===== src/rtl/alu_seq_ctrl.sv =====
// Purpose : multi-cycle command sequencer that owns a register file and drives an external ALU.
// Latency : accept edge T -> res_valid in cycle T+3 (legal opcode), T+1 (illegal opcode).
// Backpr. : cmd_ready only in IDLE; response held stable in RESP until res_ready.
//
// Ports
//   clk, rst                 clock and synchronous active-high reset
//   cmd_valid / cmd_ready    command handshake; cmd_op, cmd_dst, cmd_src_a, cmd_src_b,
//                            cmd_use_imm, cmd_imm latched on the accepting edge
//   alu_in_a, alu_in_b,      registered operands and opcode presented to the external ALU
//   alu_opcode
//   alu_out, alu_flags       ALU result and {overflow,negative,zero}, sampled in EXEC only
//   res_valid / res_ready    response handshake; res_data, res_flags, res_err
//   status_flags             flags of the last legal completed command (sticky)
module alu_seq_ctrl #(
    parameter int BW   = 16,
    parameter int NREG = 8,
    localparam int RW  = $clog2(NREG)
) (
    input  logic          clk,
    input  logic          rst,
    input  logic          cmd_valid,
    output logic          cmd_ready,
    input  logic [3:0]    cmd_op,
    input  logic [RW-1:0] cmd_dst,
    input  logic [RW-1:0] cmd_src_a,
    input  logic [RW-1:0] cmd_src_b,
    input  logic          cmd_use_imm,
    input  logic [BW-1:0] cmd_imm,
    output logic [BW-1:0] alu_in_a,
    output logic [BW-1:0] alu_in_b,
    output logic [3:0]    alu_opcode,
    input  logic [BW-1:0] alu_out,
    input  logic [2:0]    alu_flags,
    output logic          res_valid,
    input  logic          res_ready,
    output logic [BW-1:0] res_data,
    output logic [2:0]    res_flags,
    output logic          res_err,
    output logic [2:0]    status_flags
);

    localparam logic [1:0] S_IDLE = 2'd0;
    localparam logic [1:0] S_READ = 2'd1;
    localparam logic [1:0] S_EXEC = 2'd2;
    localparam logic [1:0] S_RESP = 2'd3;

    logic [1:0]    state;

    // Command fields captured at accept; the source is free to change its
    // inputs once the handshake has completed.
    logic [3:0]    op_q;
    logic [RW-1:0] dst_q;
    logic [RW-1:0] src_a_q;
    logic [RW-1:0] src_b_q;
    logic          use_imm_q;
    logic [BW-1:0] imm_q;

    logic [BW-1:0] rf [NREG];

    logic          cmd_fire;
    logic          res_fire;

    assign cmd_ready = (state == S_IDLE);
    assign res_valid = (state == S_RESP);
    assign cmd_fire  = cmd_valid && cmd_ready;
    assign res_fire  = res_valid && res_ready;

    // Control path and response registers.
    always_ff @(posedge clk) begin
        if (rst) begin
            state        <= S_IDLE;
            op_q         <= '0;
            dst_q        <= '0;
            src_a_q      <= '0;
            src_b_q      <= '0;
            use_imm_q    <= 1'b0;
            imm_q        <= '0;
            alu_in_a     <= '0;
            alu_in_b     <= '0;
            alu_opcode   <= '0;
            res_data     <= '0;
            res_flags    <= '0;
            res_err      <= 1'b0;
            status_flags <= '0;
        end else begin
            case (state)
                S_IDLE: begin
                    if (cmd_fire) begin
                        op_q      <= cmd_op;
                        dst_q     <= cmd_dst;
                        src_a_q   <= cmd_src_a;
                        src_b_q   <= cmd_src_b;
                        use_imm_q <= cmd_use_imm;
                        imm_q     <= cmd_imm;
                        // Opcodes 8-15 skip the ALU entirely and report an
                        // error with a zeroed payload.
                        if (cmd_op[3]) begin
                            res_err   <= 1'b1;
                            res_data  <= '0;
                            res_flags <= '0;
                            state     <= S_RESP;
                        end else begin
                            state     <= S_READ;
                        end
                    end
                end
                S_READ: begin
                    // Operands are read here, one cycle before write-back,
                    // so dst aliasing a source register is harmless.
                    alu_in_a   <= rf[src_a_q];
                    alu_in_b   <= use_imm_q ? imm_q : rf[src_b_q];
                    alu_opcode <= op_q;
                    state      <= S_EXEC;
                end
                S_EXEC: begin
                    // The ALU is combinational on the registered inputs, so
                    // its output has settled by the end of this cycle.
                    res_data     <= alu_out;
                    res_flags    <= alu_flags;
                    res_err      <= 1'b0;
                    status_flags <= alu_flags;
                    state        <= S_RESP;
                end
                S_RESP: begin
                    if (res_fire) begin
                        state <= S_IDLE;
                    end
                end
                default: state <= S_IDLE;
            endcase
        end
    end

    // Register file: single write port, active only in EXEC. Reset clears
    // every entry, and a reset during EXEC wins over the write-back.
    always_ff @(posedge clk) begin
        if (rst) begin
            for (int i = 0; i < NREG; i++) begin
                rf[i] <= '0;
            end
        end else if (state == S_EXEC) begin
            rf[dst_q] <= alu_out;
        end
    end

endmodule


===== config.mk =====
export PLATFORM = sky130hd
export DESIGN_NAME = alu_seq_ctrl
export DESIGN_NICKNAME = d
export VERILOG_FILES = /design/src/rtl/alu_seq_ctrl.sv
export SDC_FILE = /design/constraint.sdc
export NUM_CORES = 1
export LEC_CHECK = 0
export BUFFER_PORTS_ARGS = -buffer_cell sky130_fd_sc_hd__buf_2
export CORE_ASPECT_RATIO = 0.7
export CORE_MARGIN = 2
export CORE_UTILIZATION = 54
export CTS_BUF_LIST = sky130_fd_sc_hd__clkbuf_16
export DETAILED_ROUTE_END_ITERATION = 10
export PLACE_DENSITY = 0.74
export SLEW_MARGIN = 20
export SYNTH_ARGS = -nofsm -noshare
export SYNTH_HDL_FRONTEND = slang
export SYNTH_SLANG_ARGS = --single-unit

===== constraint.sdc =====
create_clock -name clk -period 2.27 [get_ports clk]
set_clock_uncertainty 0.15 [all_clocks]
set_input_delay 0.1135 -clock clk [delete_from_list [all_inputs] [get_ports clk]]
set_output_delay 0.1135 -clock clk [all_outputs]
set_load 0.005 [all_outputs]

# Yosys cells after proc, flatten, opt, wreduce, memory -nomap -nowiden

Memories as Yosys holds them, arrays and structs flattened. A register that Yosys moved wholly into a read port is not among the register bits.
Index checks and enable logic that the tools add are counted.

Latch bits: 0
Logic and storage cells: 52
Register bits: 75
Input bits: 53
Memory bits (writable): 128
Output and inout port bits: 61
Memories kept: 1
Memory bits (read-only): 0

Memories:

| memory | words | width | rd ports | clocked after Yosys merged registers in | write ports | line | RTL |
|---|---|---|---|---|---|---|---|
| rf     | 8     | 16    | 2        | 2                                       | 8           | 58   | `logic [BW-1:0] rf [NREG];` |

Add/subtract/negate cells: 0
Shift-type cells: 0
Equal/unequal tests: 6
Muxes and demuxes: 24
Bitwise gates (word level): 0
Multiply operators: 0
Order comparisons: 0
Div/mod/pow operators: 0
Reductions and logical operators: 8

Operators by type and width:

| kind                                                             | number |
|---|---|
| 16-bit two-way mux                                               | 4 |
| 16-bit one-hot mux with 2 select lines                           | 1 |
| 16-bit OR reduction                                              | 1 |
| 3-bit two-way mux                                                | 5 |
| 1-bit two-way mux                                                | 8 |
| 2-bit one-hot mux with 4 select lines                            | 1 |
| 2-bit two-way mux                                                | 3 |
| 2-bit by 1-bit != test with 1-bit output (second input constant) | 3 |
| 3-bit one-hot mux with 2 select lines                            | 1 |
| 2-bit == test (second input constant)                            | 2 |
| 2-bit AND reduction                                              | 2 |
| 3-bit AND reduction                                              | 1 |
| 2-bit by 1-bit == test with 1-bit output (second input constant) | 1 |
| 1-bit logical AND                                                | 2 |
| 2-bit logical NOT                                                | 1 |
| 1-bit one-hot mux with 2 select lines                            | 1 |
| 2-bit nonzero test                                               | 1 |

# Depth between registers and ports, before layout

Gate-level depths: netlist of the first run.

Word-level depth: 6
Depth in mapped cells: 9
Gate-level depth less buffers: 6

# Worst setup path before layout of the first run

OpenSTA, ideal clock, no wires.

Path kind: register -> register
From: register state[0]
To: memory rf[0][0], enable pin
Arrival: 1.480 ns
Period minus slack after synthesis: 1.964 ns
Cell stages (with the launch flop): 7
Buffers on the path: 1
Slack: 0.306 ns
Path through: dfxtp_1 > inv_1 > ha_1 > buf_2 > nand2b_1 > nor4_2 > or2_2

RTL lines:

| what                   | line | RTL |
|---|---|---|
| from (decl)            | 47   | `logic [1:0] state;` |
| from (signal assigned) | 71   | `state <= S_IDLE;` |
| from (signal assigned) | 101  | `state <= S_RESP;` |
| from (signal assigned) | 103  | `state <= S_READ;` |
| to (decl)              | 58   |  |

==> out/metrics.csv, run 1 <==
metric;value;unit
RR Endpoint;rf[1][5];
vias in the first global route;7314;
DRC Markers;0;
Initial DRC Count;736;
DRT antenna net count;0;
CTS tree;done;
RR Startpoint;state[0];
Unique masters post-synth;34;
Critical-path top delay cell;or2_2;
hold path depth;3;
Hold EP;status_flags[2];
share of the synthesized area in the top cell type;37.1;%
number of CTS-inserted buffers;22;
Internal Power;8.23;mW
worst skew pair latency;0.51;ns
Ant. Diodes;0;
crit-path max cell delay;0.46;ns
min-delay worst type;in2reg;
H-tree depth;1;
sw frac;31.7;%
Pwr per Cell Area;970;mW/mm^2
clock tree sinks;222;
DR WL/cell;20.1;um
Layout Utilization;65.8;%
GRT Residual Overflow;0;
DIE AREA;0.0204;sq mm
RSZ-0062 raised after global routing;false;
cells along the critical path;inv_1, ha_1, nand2_1, nor4_2, or2_2;
initial antenna violation count;0;
die height;120;um
core region area;0.0189;sq mm
die span in x;170;um
share of flip-flops with an asynchronous set or reset;0;%
share of layout cells above drive strength 1;21.3;%
dominant synthesized flop cell;edfxtp_1;
Leakage;4.77;nW
slew of the pin with the lowest slew margin;0.807;ns
hold buffer count at cts;51;
CP Max Fanout;16;
CTS max path bufs;3;
Pre-antenna DRT Iters;5;
Global Route Usage Sum;26.6;%
sequential share of the synthesized area;55.2;%
final WL;26.8;mm
Reg power frac;42.2;%
critical path arrival;2.11;ns
largest vdd supply drop;0.475;mV
Slew HR;46.2;%
type of the worst setup path;reg2reg;
crit path launch type;register;
Worst Setup End Kind;register;
cell area after synthesis;0.0104;sq mm
R2R cell count;5;
PostCTS Resize Cnt;0;
routability cong.;0.897;
post-synthesis register bit count;222;
Tot Pwr;12.0;mW
Synth Warn #;0;
Synth Net Count;981;
final hold vios;0;
Synth area leader;edfxtp_1;
Avg Inst Size Synth;11.2;sq um
routed vias;7657;
P&R area growth vs syn;19.7;%
max-slew violations;0;
Final nets;1133;
root buffer cell;clkbuf_16;
Hold WS;0.0180;ns
most common cell after layout, fill and taps aside;and2_1;
Psw;3.82;mW
Cells after Synth;924;
Final setup viols;0;
Period Utilization, post-route;92.8;%
post-CTS setup buffer count;0;
combinational share of power;27.8;%
fmax;475;MHz
Critical Path RT;2.27;ns
# rows;42;
io pins;114;
Post-synth EDFFs;128;
most frequent cells in the layout;and2_1, edfxtp_1, buf_2, mux2i_1, nand2_1;
first-pass GRT wire length;41.6;mm
Min Clock Period, post-route;2.11;ns
Port Buffers;113;
Clk pin slew, worst setup/hold paths;0.06;ns
register-to-register setup slack;0.16;ns
dpl hpwl;18.1;mm
status;complete, no violations;
drt via density;5.74;
Clk pwr share;30.0;%
min-delay src;rst;
initial core utilization;55.0;%
dominant cells by area after synthesis;edfxtp_1, dfxtp_1, mux2i_1, and2_1, nand2_1;
final setup TNS;0;ns
maximum number of pins on one net before global-route repair;70;
max_cap viols;0;
==> layer usage <==
layer  up-vias  track usage [%]  wire length, um
li1       3616                -                -
met5         -                0                0
met3        21             6.04             2680
met2       327             36.7            10700
met1      3693             42.8            13200
met4         0             4.75              299
==> power groups by stage <==
stage | sequential [mW] | clock, mW | combinational (mW)
6_report | 5.09 | 3.61 | 3.35
5_1_grt | 5.14 | 3.81 | 3.63
4_1_cts | 5.08 | 3.64 | 3.31
3_5_place_dp | 5.16 | 0 | 3.23
3_3_place_gp | 5.15 | 0 | 3.16
2_1_floorplan | 5.07 | 0 | 2.19
==> registers in the layout (all words and copies together) (netlist names), 4 cells and up, named ones only <==
name / count
op_q: 4
res_data: 16
alu_in_a: 16
alu_in_b: 16
alu_opcode: 4
imm_q: 16
rf: 128
==> cell usage after synthesis, types with 2 or more instances <==
cell        n
buf_2      19
nor2_2      2
nand2_1   100
or2_2       8
buf_1       4
nor3_1      2
nand3_1    20
a211oi_1    4
a22oi_1    32
nand2b_1    2
a211oi_2   13
a21oi_1    64
o22ai_1    32
ha_1        4
mux2i_1   104
a31oi_1     4
nor4_2      2
inv_1       5
nor2_1     34
clkbuf_1   37
edfxtp_1  128
and2_1    131
mux2_2     28
buf_6       3
nor2b_1    20
buf_12      3
mux2_1      4
a221o_1    16
dfxtp_1    94
==> worst max-delay path, delay by kind of cell (launching register included) <==
kind / cells / cell delay, ns
adders and majority gates: 1 / 0.30
and+or+nand+nor: 3 / 0.86
buffers and inverters: 1 / 0.09
DFF: 1 / 0.34
==> through the flow <==
stage,cell area (sq um),instances,setup slack [ns]
2_1_floorplan,10400,924,0.306
3_3_place_gp,11200,1243,0.275
3_5_place_dp,11200,1243,0.200
4_1_cts,12400,1334,0.191
5_1_grt,12400,1334,0.0682
6_report,12400,1334,0.164
==> worst max-delay path by stage <==
| stage | start | endpoint | depth (start not counted) |
|---|---|---|---|
| final | state[0] | rf[1][5] | 5 |
| after global routing | state[0] | rf[1][5] | 5 |
| after CTS | state[0] | rf[1][5] | 5 |
| after detailed placement | state[0] | rf[1][11] | 5 |
| after global placement | state[0] | rf[1][12] | 5 |
| after floorplan | state[0] | rf[0][0] | 6 |
==> cell type report <==
cell class | instances | area, sq um
fill | 1421 | 6450
clock inverter | 15 | 90.1
multi-input combinational | 630 | 4280
timing repair buffer | 195 | 1360
inverter | 5 | 18.8
sequential | 222 | 5730
clock buffer | 25 | 626
tap | 242 | 303
==> cell families (layout without fill, tap and decap cells) <==
logic type / Yosys count / in the layout / synth area share, %
AO/OA/AOI/OAI: 167 / 167 / 11.1
adder cells (fa/ha/maj): 4 / 4 / 0.483
buffers and inverters: 72 / 240 / 3.53
flip-flops: 222 / 222 / 55.2
multiplexers: 136 / 136 / 13.5
AND/OR/NAND/NOR: 323 / 323 / 16.1
No activity file was read; power rests on OpenSTA's default activity.
==> inputs of run 2 (changes only) <==
--- a/config.mk
+++ b/config.mk
@@ -8,10 +8,10 @@
 export BUFFER_PORTS_ARGS = -buffer_cell sky130_fd_sc_hd__buf_2
 export CORE_ASPECT_RATIO = 0.7
 export CORE_MARGIN = 2
-export CORE_UTILIZATION = 54
+export CORE_UTILIZATION = 53
 export CTS_BUF_LIST = sky130_fd_sc_hd__clkbuf_16
 export DETAILED_ROUTE_END_ITERATION = 10
-export PLACE_DENSITY = 0.74
+export PLACE_DENSITY = 0.76
 export SLEW_MARGIN = 20
 export SYNTH_ARGS = -nofsm -noshare
 export SYNTH_HDL_FRONTEND = slang
==> constraint.sdc (replaced) <==
create_clock -name clk -period 1.75 [get_ports clk]
set_clock_uncertainty 0.15 [all_clocks]
set_input_delay 0.0875 -clock clk [delete_from_list [all_inputs] [get_ports clk]]
set_output_delay 0.0875 -clock clk [all_outputs]
set_load 0.005 [all_outputs]
==> run 2 against run 1 <==
Compared with the run above:
- via count rose by 2.6%
- final cell count rose by 2.9%
- clock-buffer cell count fell by 1
- sequential share of layout area fell by 1.7 points
- clock power rose by 29%
- non-clock buffer count rose by 17
- die area rose by 1.8%
- hold slack improved by 0.0096 ns
- global-route usage fell by 0.48 points
- core utilization rose by 2.0 points
- setup slack got worse by 0.16 ns
- critical endpoint is now alu_in_a[8]
- largest power group unchanged
==> out/metrics.csv, run 2 (synthesis gave the netlist of run 1 again) <==
metric;value;unit
drt via density;5.72;
largest vdd supply drop;0.746;mV
Port Buffers;113;
most frequent cells in the layout;and2_1, edfxtp_1, buf_2, mux2i_1, nand2_1;
largest reg by FF count;rf;
DRC Markers;0;
Worst Setup End Kind;register;
clock tree sinks;222;
worst skew pair latency;0.50;ns
DIE AREA;0.0207;sq mm
Leakage;4.94;nW
CP Max Fanout;18;
Final setup viols;0;
initial antenna violation count;0;
Min Clock Period, post-route;1.75;ns
CTS tree;done;
max-slew violations;0;
share of layout cells above drive strength 1;24.8;%
GRT Residual Overflow;0;
routability cong.;0.880;
die span in x;171;um
Period Utilization, post-route;99.7;%
RSZ-0062 raised after global routing;true;
multi-input logic area;0.00444;sq mm
FF+latch area;0.00574;sq mm
max FFs per register;128;
max_cap viols;0;
min-delay worst type;in2reg;
Final nets;1150;
Pre-antenna DRT Iters;5;
Clk pin slew, worst setup/hold paths;0.06;ns
number of CTS-inserted buffers;22;
final hold vios;0;
DP Area;0.0115;sq mm
slew of the pin with the lowest slew margin;0.455;ns
status;complete, no violations;
vias in the first global route;7231;
DR WL/cell;20.2;um
CTS max path bufs;3;
DRT antenna net count;0;
io pins;114;
routed vias;7854;
Critical Path RT;1.98;ns
fmax;573;MHz
crit-path max cell delay;0.41;ns
Pwr per Cell Area;1250;mW/mm^2
die height;121;um
type of the worst setup path;reg2reg;
root buffer cell;clkbuf_16;
# rows;42;
Slew HR;69.6;%
cells along the critical path;buf_12, mux2_2, o22ai_1, a221o_1, a211oi_2;
Initial DRC Count;741;
final WL;27.7;mm
dpl hpwl;18.1;mm
core region area;0.0190;sq mm
Global Route Usage Sum;26.2;%
Critical-path top delay cell;dfxtp_4;
Ant. Diodes;0;
maximum number of pins on one net before global-route repair;97;
fill count;1428;
most common cell after layout, fill and taps aside;and2_1;
final instance area;0.0129;sq mm
critical path arrival;1.97;ns
first-pass GRT wire length;41.5;mm
P&R area growth vs syn;24.3;%
crit path launch type;register;
initial core utilization;54.5;%
Layout Utilization;67.8;%
H-tree depth;1;
run 2: changes by cell type in the layout (fill, tap and decap cells not counted), moves of 3 or more:
cell	delta
clkinv_2	+4
inv_1	-6
dfxtp_1	-3
buf_12	+11
or2_2	-8
o22ai_2	+9
o22ai_1	-10
or2_4	+8
run 2: layout make-up:
| class | count | area share [%] |
|---|---|---|
| Clock buffer | 24 | 4.66 |
| Clock inverter | 16 | 0.834 |
| Timing Repair Buffer | 212 | 12.9 |
| Inverter | 5 | 0.146 |
| Sequential cell | 222 | 44.5 |
| Multi-Input combinational cell | 630 | 34.4 |
| Tap cell | 264 | 2.56 |
run 2: where the power goes:
group,internal [mW],leakage (nW),total (mW),switching [mW]
Sequential,6.18,2.09,6.60,0.420
Combinational,2.17,2.48,4.90,2.72
Clock,2.63,0.369,4.64,2.01
run 2: worst paths after layout:
path | startpoint | end | slack (ns) | depth (start not counted)
max reg2reg | src_a_q[2] | alu_in_a[8] | 0.005 | 5
max | src_a_q[2] | alu_in_a[8] | 0.005 | 5
min reg2reg | op_q[0] | op_q[0] | 0.31 | 2
min | rst | status_flags[0] | 0.03 | 3
run 2: timing repair:
item                                    4_1_cts  5_1_grt
pin swaps                                     0        3
endpoints found under the setup margin       24       56
resized for setup                             4       21
hold endpoints to repair                    186        0
buffers inserted                              0        2
cloned                                        0        1
hold buffers                                 51        0
run 2: routing by layer:
metal	share of wire [%]	GRT usage (%)	wire length (um)
met1	48	41.5	13300
met2	41	36.5	11300
met3	9.9	6.03	2740
met4	1.4	4.61	374
met5	0	0	0
run 2: critical path, delay by kind of cell (launching register included):
family          cells  cell delay [ns]
compound gates      3             0.52
mux                 1             0.34
buf+inv             1             0.18
flops               1             0.41
run 2: stage by stage:
| step | setup TNS [ns] | setup slack (ns) | power, mW | instances | hold slack [ns] |
|---|---|---|---|---|---|
| floorplan | -0.380 | -0.0237 | 9.51 | 924 | 0.0660 |
| global placement | 0 | 0.00181 | 11.1 | 1279 | 0.182 |
| detailed placement | -1.22 | -0.0930 | 11.2 | 1279 | 0.185 |
| CTS | 0 | 0.00845 | 15.9 | 1370 | 0.00526 |
| global route | -0.249 | -0.0293 | 16.8 | 1373 | 0.0441 |
| finish | 0 | 0.00499 | 16.1 | 1373 | 0.0275 |
